`src/rtl/muldiv_unit.sv`:
```
// Iterative RV32M multiply/divide unit: radix-2 shift-add multiply and restoring divide,
// one bit per cycle, with a Start/Busy/Done handshake beside the single-cycle ALU.
module muldiv_unit #(
  parameter int WIDTH = 32
) (
  input  logic             clk,
  input  logic             rst_n,
  input  logic             Start,
  input  logic [2:0]       MDCtl,
  input  logic [WIDTH-1:0] SrcA,
  input  logic [WIDTH-1:0] SrcB,
  output logic             Busy,
  output logic             Done,
  output logic [WIDTH-1:0] MDResult
);

  // state  | meaning
  // S_IDLE | waiting for Start
  // S_MUL  | shift-add iteration, one multiplier bit per cycle
  // S_DIV  | restoring division, one quotient bit per cycle
  // S_FIX  | sign correction and result select
  // S_DONE | Done pulse; Start may be accepted here
  typedef enum logic [2:0] {S_IDLE, S_MUL, S_DIV, S_FIX, S_DONE} state_t;

  localparam int CW = $clog2(WIDTH + 1);

  state_t           state_q, state_d;
  logic [CW-1:0]    cnt_q;
  logic [2:0]       op_q;
  logic             a_neg_q, b_neg_q;
  logic [WIDTH-1:0] opnd_q;
  logic [WIDTH-1:0] acc_hi_q, acc_lo_q;

  logic             accept, signed_a, signed_b, a_neg, b_neg;
  logic             div_zero, div_ovf, special;
  logic [WIDTH-1:0] abs_a, abs_b, special_res;
  logic [WIDTH:0]   mul_sum, div_shift, div_diff;
  logic [2*WIDTH-1:0] prod_mag, prod_fix;
  logic [WIDTH-1:0] quo_fix, rem_fix, fix_res;

  assign accept = Start && (state_q == S_IDLE || state_q == S_DONE);

  always_comb begin
    signed_a = 1'b0;
    signed_b = 1'b0;
    case (MDCtl)
      3'd0, 3'd1, 3'd4, 3'd6: begin signed_a = 1'b1; signed_b = 1'b1; end
      3'd2:                   signed_a = 1'b1;
      default:                ;
    endcase
  end

  assign a_neg = signed_a & SrcA[WIDTH-1];
  assign b_neg = signed_b & SrcB[WIDTH-1];
  assign abs_a = a_neg ? -SrcA : SrcA;
  assign abs_b = b_neg ? -SrcB : SrcB;

  assign div_zero = MDCtl[2] && (SrcB == '0);
  assign div_ovf  = MDCtl[2] && !MDCtl[0] && (SrcA == {1'b1, {(WIDTH-1){1'b0}}}) && (SrcB == '1);
  assign special  = div_zero || div_ovf;
  // MDCtl[1] separates remainder ops from quotient ops
  assign special_res = div_zero ? (MDCtl[1] ? SrcA : '1) : (MDCtl[1] ? '0 : SrcA);

  // MUL: acc_hi accumulates, acc_lo shifts the multiplier out and the product low half in.
  // DIV: acc_hi is the partial remainder, acc_lo shifts the dividend out and quotient in.
  assign mul_sum   = {1'b0, acc_hi_q} + (acc_lo_q[0] ? {1'b0, opnd_q} : '0);
  assign div_shift = {acc_hi_q, acc_lo_q[WIDTH-1]};
  assign div_diff  = div_shift - {1'b0, opnd_q};

  assign prod_mag = {acc_hi_q, acc_lo_q};
  assign prod_fix = (a_neg_q ^ b_neg_q) ? -prod_mag : prod_mag;
  assign quo_fix  = (a_neg_q ^ b_neg_q) ? -acc_lo_q : acc_lo_q;
  assign rem_fix  = a_neg_q ? -acc_hi_q : acc_hi_q;

  always_comb begin
    fix_res = '0;
    case (op_q)
      3'd0:             fix_res = prod_fix[WIDTH-1:0];
      3'd1, 3'd2, 3'd3: fix_res = prod_fix[2*WIDTH-1:WIDTH];
      3'd4, 3'd5:       fix_res = quo_fix;
      default:          fix_res = rem_fix;
    endcase
  end

  always_comb begin
    state_d = state_q;
    case (state_q)
      S_IDLE, S_DONE: begin
        if (accept) begin
          if (special)       state_d = S_DONE;
          else if (MDCtl[2]) state_d = S_DIV;
          else               state_d = S_MUL;
        end else begin
          state_d = S_IDLE;
        end
      end
      S_MUL, S_DIV: if (cnt_q == CW'(1)) state_d = S_FIX;
      S_FIX:        state_d = S_DONE;
      default:      state_d = S_IDLE;
    endcase
  end

  always_ff @(posedge clk) begin
    if (!rst_n) begin
      state_q  <= S_IDLE;
      cnt_q    <= '0;
      op_q     <= '0;
      a_neg_q  <= 1'b0;
      b_neg_q  <= 1'b0;
      opnd_q   <= '0;
      acc_hi_q <= '0;
      acc_lo_q <= '0;
      MDResult <= '0;
    end else begin
      state_q <= state_d;
      if (accept) begin
        op_q     <= MDCtl;
        a_neg_q  <= a_neg;
        b_neg_q  <= b_neg;
        opnd_q   <= MDCtl[2] ? abs_b : abs_a;
        acc_hi_q <= '0;
        acc_lo_q <= MDCtl[2] ? abs_a : abs_b;
        cnt_q    <= CW'(WIDTH);
        if (special) MDResult <= special_res;
      end else begin
        case (state_q)
          S_MUL: begin
            acc_hi_q <= mul_sum[WIDTH:1];
            acc_lo_q <= {mul_sum[0], acc_lo_q[WIDTH-1:1]};
            cnt_q    <= cnt_q - CW'(1);
          end
          S_DIV: begin
            acc_hi_q <= div_diff[WIDTH] ? div_shift[WIDTH-1:0] : div_diff[WIDTH-1:0];
            acc_lo_q <= {acc_lo_q[WIDTH-2:0], ~div_diff[WIDTH]};
            cnt_q    <= cnt_q - CW'(1);
          end
          S_FIX:   MDResult <= fix_res;
          default: ;
        endcase
      end
    end
  end

  assign Busy = (state_q == S_MUL) || (state_q == S_DIV) || (state_q == S_FIX);
  assign Done = (state_q == S_DONE);

endmodule
```
`config.mk`:
```
export PLATFORM = sky130hd
export DESIGN_NAME = muldiv_unit
export DESIGN_NICKNAME = d
export VERILOG_FILES = /design/src/rtl/muldiv_unit.sv
export SDC_FILE = /design/constraint.sdc
export NUM_CORES = 1
export LEC_CHECK = 0
export CORE_MARGIN = 2
export CORE_UTILIZATION = 25
export CTS_CLUSTER_SIZE = 24
export DETAILED_ROUTE_END_ITERATION = 6
export GPL_TIMING_DRIVEN = 1
export PLACE_DENSITY_LB_ADDON = 0.2
export REMOVE_ABC_BUFFERS = 1
export SETUP_SLACK_MARGIN = 0.15
export SYNTH_ARGS = -nofsm -noshare
export SYNTH_HDL_FRONTEND = slang
export SYNTH_SLANG_ARGS = --single-unit
export TNS_END_PERCENT = 10
```
`constraint.sdc`:
```
create_clock -name clk -period 3.87 [get_ports clk]
set_input_delay 0.387 -clock clk [delete_from_list [all_inputs] [get_ports clk]]
set_output_delay 0.387 -clock clk [all_outputs]
set_load 0.1 [all_outputs]
```
# ---- After elaboration in Yosys (flattened, before gate mapping)
# Index checks and enable logic that the tools add are counted.
dict set report totals {
  reg_bits 142
  input_bits 70
  output_inout_bits 34
  word_cells 95
}
dict set report classes {
  n_addsub 8
  eq_ne 18
  muxes 28
  bitwise 5
  n_reduce_logical 26
}
# op n
set op_table {}
lappend op_table {{32-bit two-way mux} 15}
lappend op_table {{32-bit negator} 4}
lappend op_table {{32-bit case mux with 2 select lines} 2}
lappend op_table {{32-bit case mux with 3 select lines} 1}
lappend op_table {{32-bit == test (second input constant)} 2}
lappend op_table {{64-bit two-way mux} 1}
lappend op_table {{64-bit negator} 1}
lappend op_table {{32-bit by 32-bit adder with 33-bit output} 1}
lappend op_table {{33-bit by 32-bit subtractor with 33-bit output} 1}
lappend op_table {{32-bit logical NOT} 1}
lappend op_table {{3-bit by 2-bit == test with 1-bit output (second input constant)} 5}
lappend op_table {{3-bit == test (second input constant)} 5}
lappend op_table {{6-bit two-way mux} 2}
lappend op_table {{3-bit by 1-bit == test with 1-bit output (second input constant)} 3}
lappend op_table {{3-bit logical NOT} 3}
lappend op_table {{3-bit two-way mux} 3}
lappend op_table {{3-bit case mux with 3 select lines} 1}
lappend op_table {{2-bit OR reduction} 4}
lappend op_table {{6-bit by 1-bit == test with 1-bit output (second input constant)} 1}
lappend op_table {{2-bit nonzero test} 3}
lappend op_table {{6-bit by 1-bit subtractor with 6-bit output (second input constant)} 1}
lappend op_table {{1-bit logical AND} 5}
lappend op_table {{5-bit OR reduction} 1}
lappend op_table {{1-bit logical OR} 4}
lappend op_table {{other kinds (11)} 15}

# ---- Longest topological paths before layout
# Gate-level depths: netlist of the first run.
dict set report logic_depth {
  ltp_word 8
  depth_mapped 14
  depth_no_buf 12
}

# ---- Worst setup path before layout of the first run
# OpenSTA, ideal clock, no wires.
dict set report synth_path {
  path_type {reg2reg}
  start {register acc_lo_q[31]}
  end {register acc_hi_q[15]}
  setup_ps 123
  t_arrival_ps 3231
  required_time_ps 3747
  setup_slack_ps 515
  stages_incl_launch_ff 15
  n_path_buf 2
  period_less_slack_ps 3355
  cell_sequence {dfxtp_1 -> clkdlybuf4s25_2 -> inv_1 -> ha_1 -> fa_1 -> nor2b_1 -> o31ai_1 -> a2111oi_0 -> o31ai_1 -> a21oi_1 -> nor3_1 -> nor2_2 -> buf_2 -> mux2i_1 -> o22ai_1}
}
dict set report synth_between {
  elab_chain_cells 3
}
# item line_no
set synth_lines {}
lappend synth_lines {{start, declared} 32} ;# logic [WIDTH-1:0] acc_hi_q, acc_lo_q;
lappend synth_lines {{start signal, assigned} 122} ;# acc_lo_q <= MDCtl[2] ? abs_a : abs_b;
lappend synth_lines {{start signal, assigned} 129} ;# acc_lo_q <= {mul_sum[0], acc_lo_q[WIDTH-1:1]};
lappend synth_lines {{start signal, assigned} 134} ;# acc_lo_q <= {acc_lo_q[WIDTH-2:0], ~div_diff[WIDTH]};
lappend synth_lines {{33-bit by 32-bit subtractor with 33-bit output} 68} ;# assign div_diff = div_shift - {1'b0, opnd_q};
lappend synth_lines {{32-bit two-way mux} 133} ;# acc_hi_q <= div_diff[WIDTH] ? div_shift[WIDTH-1:0] : div_diff[WIDTH-1:0];
lappend synth_lines {{32-bit case mux with 2 select lines} 126} ;# case (state_q)
lappend synth_lines {{end signal, assigned} 128} ;# acc_hi_q <= mul_sum[WIDTH:1];
lappend synth_lines {{end signal, assigned} 133}
lappend synth_lines {{end, declared} 32}
# Every way passes these cells.
# A chain may end at the register's enable or synchronous reset.

# ---- Final worst setup path of the first run
dict set report layout_path {
  start {register acc_lo_q[31]}
  end {register acc_hi_q[27]}
}
# Same word-level chain as after synthesis.

==> results of run 1 <==
[registers in the layout (all words and copies together) (netlist names)]
name      cells
MDResult     32
acc_hi_q     32
acc_lo_q     32
opnd_q       32
cnt_q         6
op_q          3
state_q       3
a_neg_q       1
b_neg_q       1
[worst max-delay path by stage]
stage / from / endpoint / slack, ns / cells after the start
3_3_place_gp: acc_hi_q[0] / acc_hi_q[4] / 0.31 / 14
5_1_grt: acc_lo_q[31] / acc_hi_q[26] / 0.17 / 15
6_report: acc_lo_q[31] / acc_hi_q[27] / 0.35 / 15
4_1_cts: acc_hi_q[0] / acc_hi_q[27] / 0.20 / 14
3_5_place_dp: acc_lo_q[31] / acc_hi_q[28] / 0.24 / 15
2_1_floorplan: acc_lo_q[31] / acc_hi_q[13] / -0.15 / 12
[metrics by stage]
| stage | worst slack, ns | instances | utilization [%] |
|---|---|---|---|
| after floorplan | -0.154 | 1949 | - |
| after global placement | 0.313 | 2931 | 28.8 |
| after CTS | 0.200 | 2963 | 29.8 |
| after detailed placement | 0.238 | 2931 | 28.8 |
| final | 0.348 | 2963 | 29.8 |
| after global routing | 0.167 | 2963 | 29.8 |
[layout by cell type (no fill, tap or decap), drive strengths merged, types with 15 or more instances in the layout]
| cell | netlist | routed |
|---|---|---|
| ha | 71 | 71 |
| xor2 | 75 | 75 |
| nor4 | 24 | 24 |
| o21ai | 167 | 167 |
| nand4 | 22 | 22 |
| o31ai | 25 | 25 |
| or3 | 16 | 16 |
| o22ai | 47 | 47 |
| dfxtp | 142 | 142 |
| inv | 61 | 63 |
| a211oi | 35 | 35 |
| buf | 28 | 107 |
| a31oi | 40 | 40 |
| o221ai | 25 | 25 |
| clkbuf | 127 | 19 |
| maj3 | 28 | 28 |
| a21oi | 219 | 219 |
| a21o | 33 | 33 |
| nor2 | 247 | 247 |
| nand2 | 196 | 196 |
| mux2i | 27 | 27 |
| o41ai | 15 | 15 |
| nand3 | 52 | 52 |
| o211ai | 27 | 27 |
| nor3 | 61 | 61 |
| xnor2 | 96 | 96 |
| clkdlybuf4s50 | 0 | 102 |
[cells by family (layout without fill, tap and decap cells)]
family                     after synthesis  after routing  synth area share (%)
DFF                                    142            142                  19.1
buffers and inverters                  220            303                  7.00
adders and majority gates              101            101                  8.12
xor gates and xnor gates               171            171                  10.1
muxes                                   30             30                  2.04
and+or+nand+nor                        718            718                  23.2
AOI/OAI and AO/OA                      725            725                  30.5
[cell type report]
cell class | instances | area, sq um | share of cell area [%]
clock inverters | 13 | 185 | 1.05
flip-flops and latches | 142 | 2840 | 16.2
well taps | 773 | 967 | 5.50
inverters | 62 | 240 | 1.37
repair buffers | 209 | 1850 | 10.5
clock buffers | 19 | 443 | 2.52
multi-input cells | 1745 | 11000 | 62.9
[power by group]
part / internal, mW / total (mW) / switching [mW] / leakage, nW
Sequential: 1.59 / 1.78 / 0.193 / 1.16
Clock: 1.10 / 1.83 / 0.736 / 0.304
Combinational: 1.26 / 3.37 / 2.11 / 5.12
[routing by layer]
metal / wire [microns] / vias up / part of all wire, %
met2: 30800 / 551 / 45
met5: 0 / - / 0
met3: 3180 / 114 / 4.7
met1: 31000 / 7901 / 46
met4: 2800 / 0 / 4.1
li1: - / 7850 / -
[worst min-delay path, cell delays in order, from the launching register on]
cell and delay [ns]:
dfxtp_1 0.31, nand2_1 0.05, a21oi_1 0.05
[what timing repair did]
action	in CTS	in global routing
hold buffers	0	0
gates resized for setup	0	3
endpoints found under the setup margin	0	29
==> flow_summary.ini, run 1 <==
[drt]
dr.pass1.iters = 5
routed_wl_microns = 67800
wl_per_cell_microns = 22.9
drtIter0Drc = 1487
ant_nets = 0
num_vias = 16400
drc = 0
viasPerCell = 5.54

[pwr]
worst_ir_drop_vdd_v = 0.000380
p_leak_nw = 6.58
p_per_area_mw_per_mm2 = 397
p_total_mw = 6.98

[synthesis]
synth_commonest_cells = nor2_1 (245), a21oi_1 (219), nand2_1 (194)
synth-seq-cells = 142
synth_top_area_cell = dfxtp_1
synth.top_cells.by_area = dfxtp_1 (19%), a21oi_1 (7.4%), nor2_1 (6.2%)
synthCells = 2107
synth_top_cell_area_share_pct = 19.1
ys_warn_count = 0
synth_most_common_cell = nor2_1
synthArstFlopShare_pct = 0
syn_area_per_cell_sq_um = 7.06
ys_seq_area_share_pct = 19.1
synth_area_sq_mm = 0.0149
synth_edf_count = 0
ys_types = 100
synthFlopType = dfxtp_1

[worst_hold_path]
min_path_type = flip-flop to flip-flop
holdPathStages = 2
hp-start = opnd_q[4]
holdPathEnd = opnd_q[4]

[setup_path]
reg2reg_from = acc_lo_q[31]
critPathBufInv = 4
critPathCaptureType = flip-flop
critPathTopFamily = compound AO/OA/AOI/OAI gates
cp_max_fo = 8
worst_ep_arrival_time_ns = 3.84
path_class = flip-flop to flip-flop
crit_slowest_cell = o31ai_1
r2r_end = acc_hi_q[27]
cp.required_ns = 4.19
slowest_delay_ns = 0.37
ff2ff_path_depth = 15
crit_path_frequent_cell = buf_4
r2r_setup_slack_ns = 0.35
worstPathCellList = inv_1, ha_1, fa_1, nor2b_1, o31ai_1, a2111oi_2, buf_4, o31ai_1, a21oi_1, buf_4, o21a_1, nor2_4, buf_4, mux2i_1, a211oi_1
setup.worst_path.start_class = flip-flop

[cells_and_area]
layout-drive-gt1-share_pct = 8.77
antenna_cells = 0
nNetsFinal = 2320
final_area_sq_mm = 0.0176
syn2layout_area_growth_pct = 18.1
fillers = 6365

[die]
row_count = 89
core_sq_mm = 0.0589
dieHeight_microns = 248
io_pins = 104
start_util_pct = 25.3
die-width_microns = 248
dieArea_sq_mm = 0.0615

[global_route]
met3_usage_pct = 2.88
track_usage_pct = 21.9
grt_pass1_vias = 16100
grt_pass1_wl_microns = 102000
use_met1_pct = 29.0
gr-total-overflow = 0
busiest_layer = met2
antenna_found_initial = 0
grt_use_met2_pct = 35.7
grt_max_degree = 51

[status]
outcome = complete, no violations

[sta]
worst_slew_pin_slew_ns = 0.996
tns_ns = 0
finalHoldViolations = 0
finalSetupViolations = 0
period_share_pct = 91.0
fin_skew_ns = 0.0152
rsz0062_at_grt = false
slew_violations = 0
min_period_ns = 3.52
whs_ns = 0.453
slew-limit-headroom_pct = 33.4
fmax_mhz = 284

[job]
drv_cap = 0

[clock_network]
max-clock-path-buffers = 2
cts_tree = done
clock_sinks = 142
cts_setup_buffers = 0
clkLatencyLatePin_ns = 0.47
h-tree-depth = 4
root_buffer = clkbuf_16
clkSlewWorstSetupHoldPaths_ns = 0.06
cts_made_buffers = 17

[placement]
dpl_cell_area_sq_mm = 0.0169
gp_congestion = 0.885
dp_hpwl_microns = 53000
numPortBuffers = 103
Note: power is estimated with default switching activity, not from simulation.
==> run 2: changes to the inputs <==
--- a/config.mk
+++ b/config.mk
@@ -13,6 +13,7 @@
 export PLACE_DENSITY_LB_ADDON = 0.2
 export REMOVE_ABC_BUFFERS = 1
 export SETUP_SLACK_MARGIN = 0.15
+export SKIP_LAST_GASP = 1
 export SYNTH_ARGS = -nofsm -noshare
 export SYNTH_HDL_FRONTEND = slang
 export SYNTH_SLANG_ARGS = --single-unit
==> results of run 2 <==
No change in the layout: final DEF, timing and power equal those of run 1.
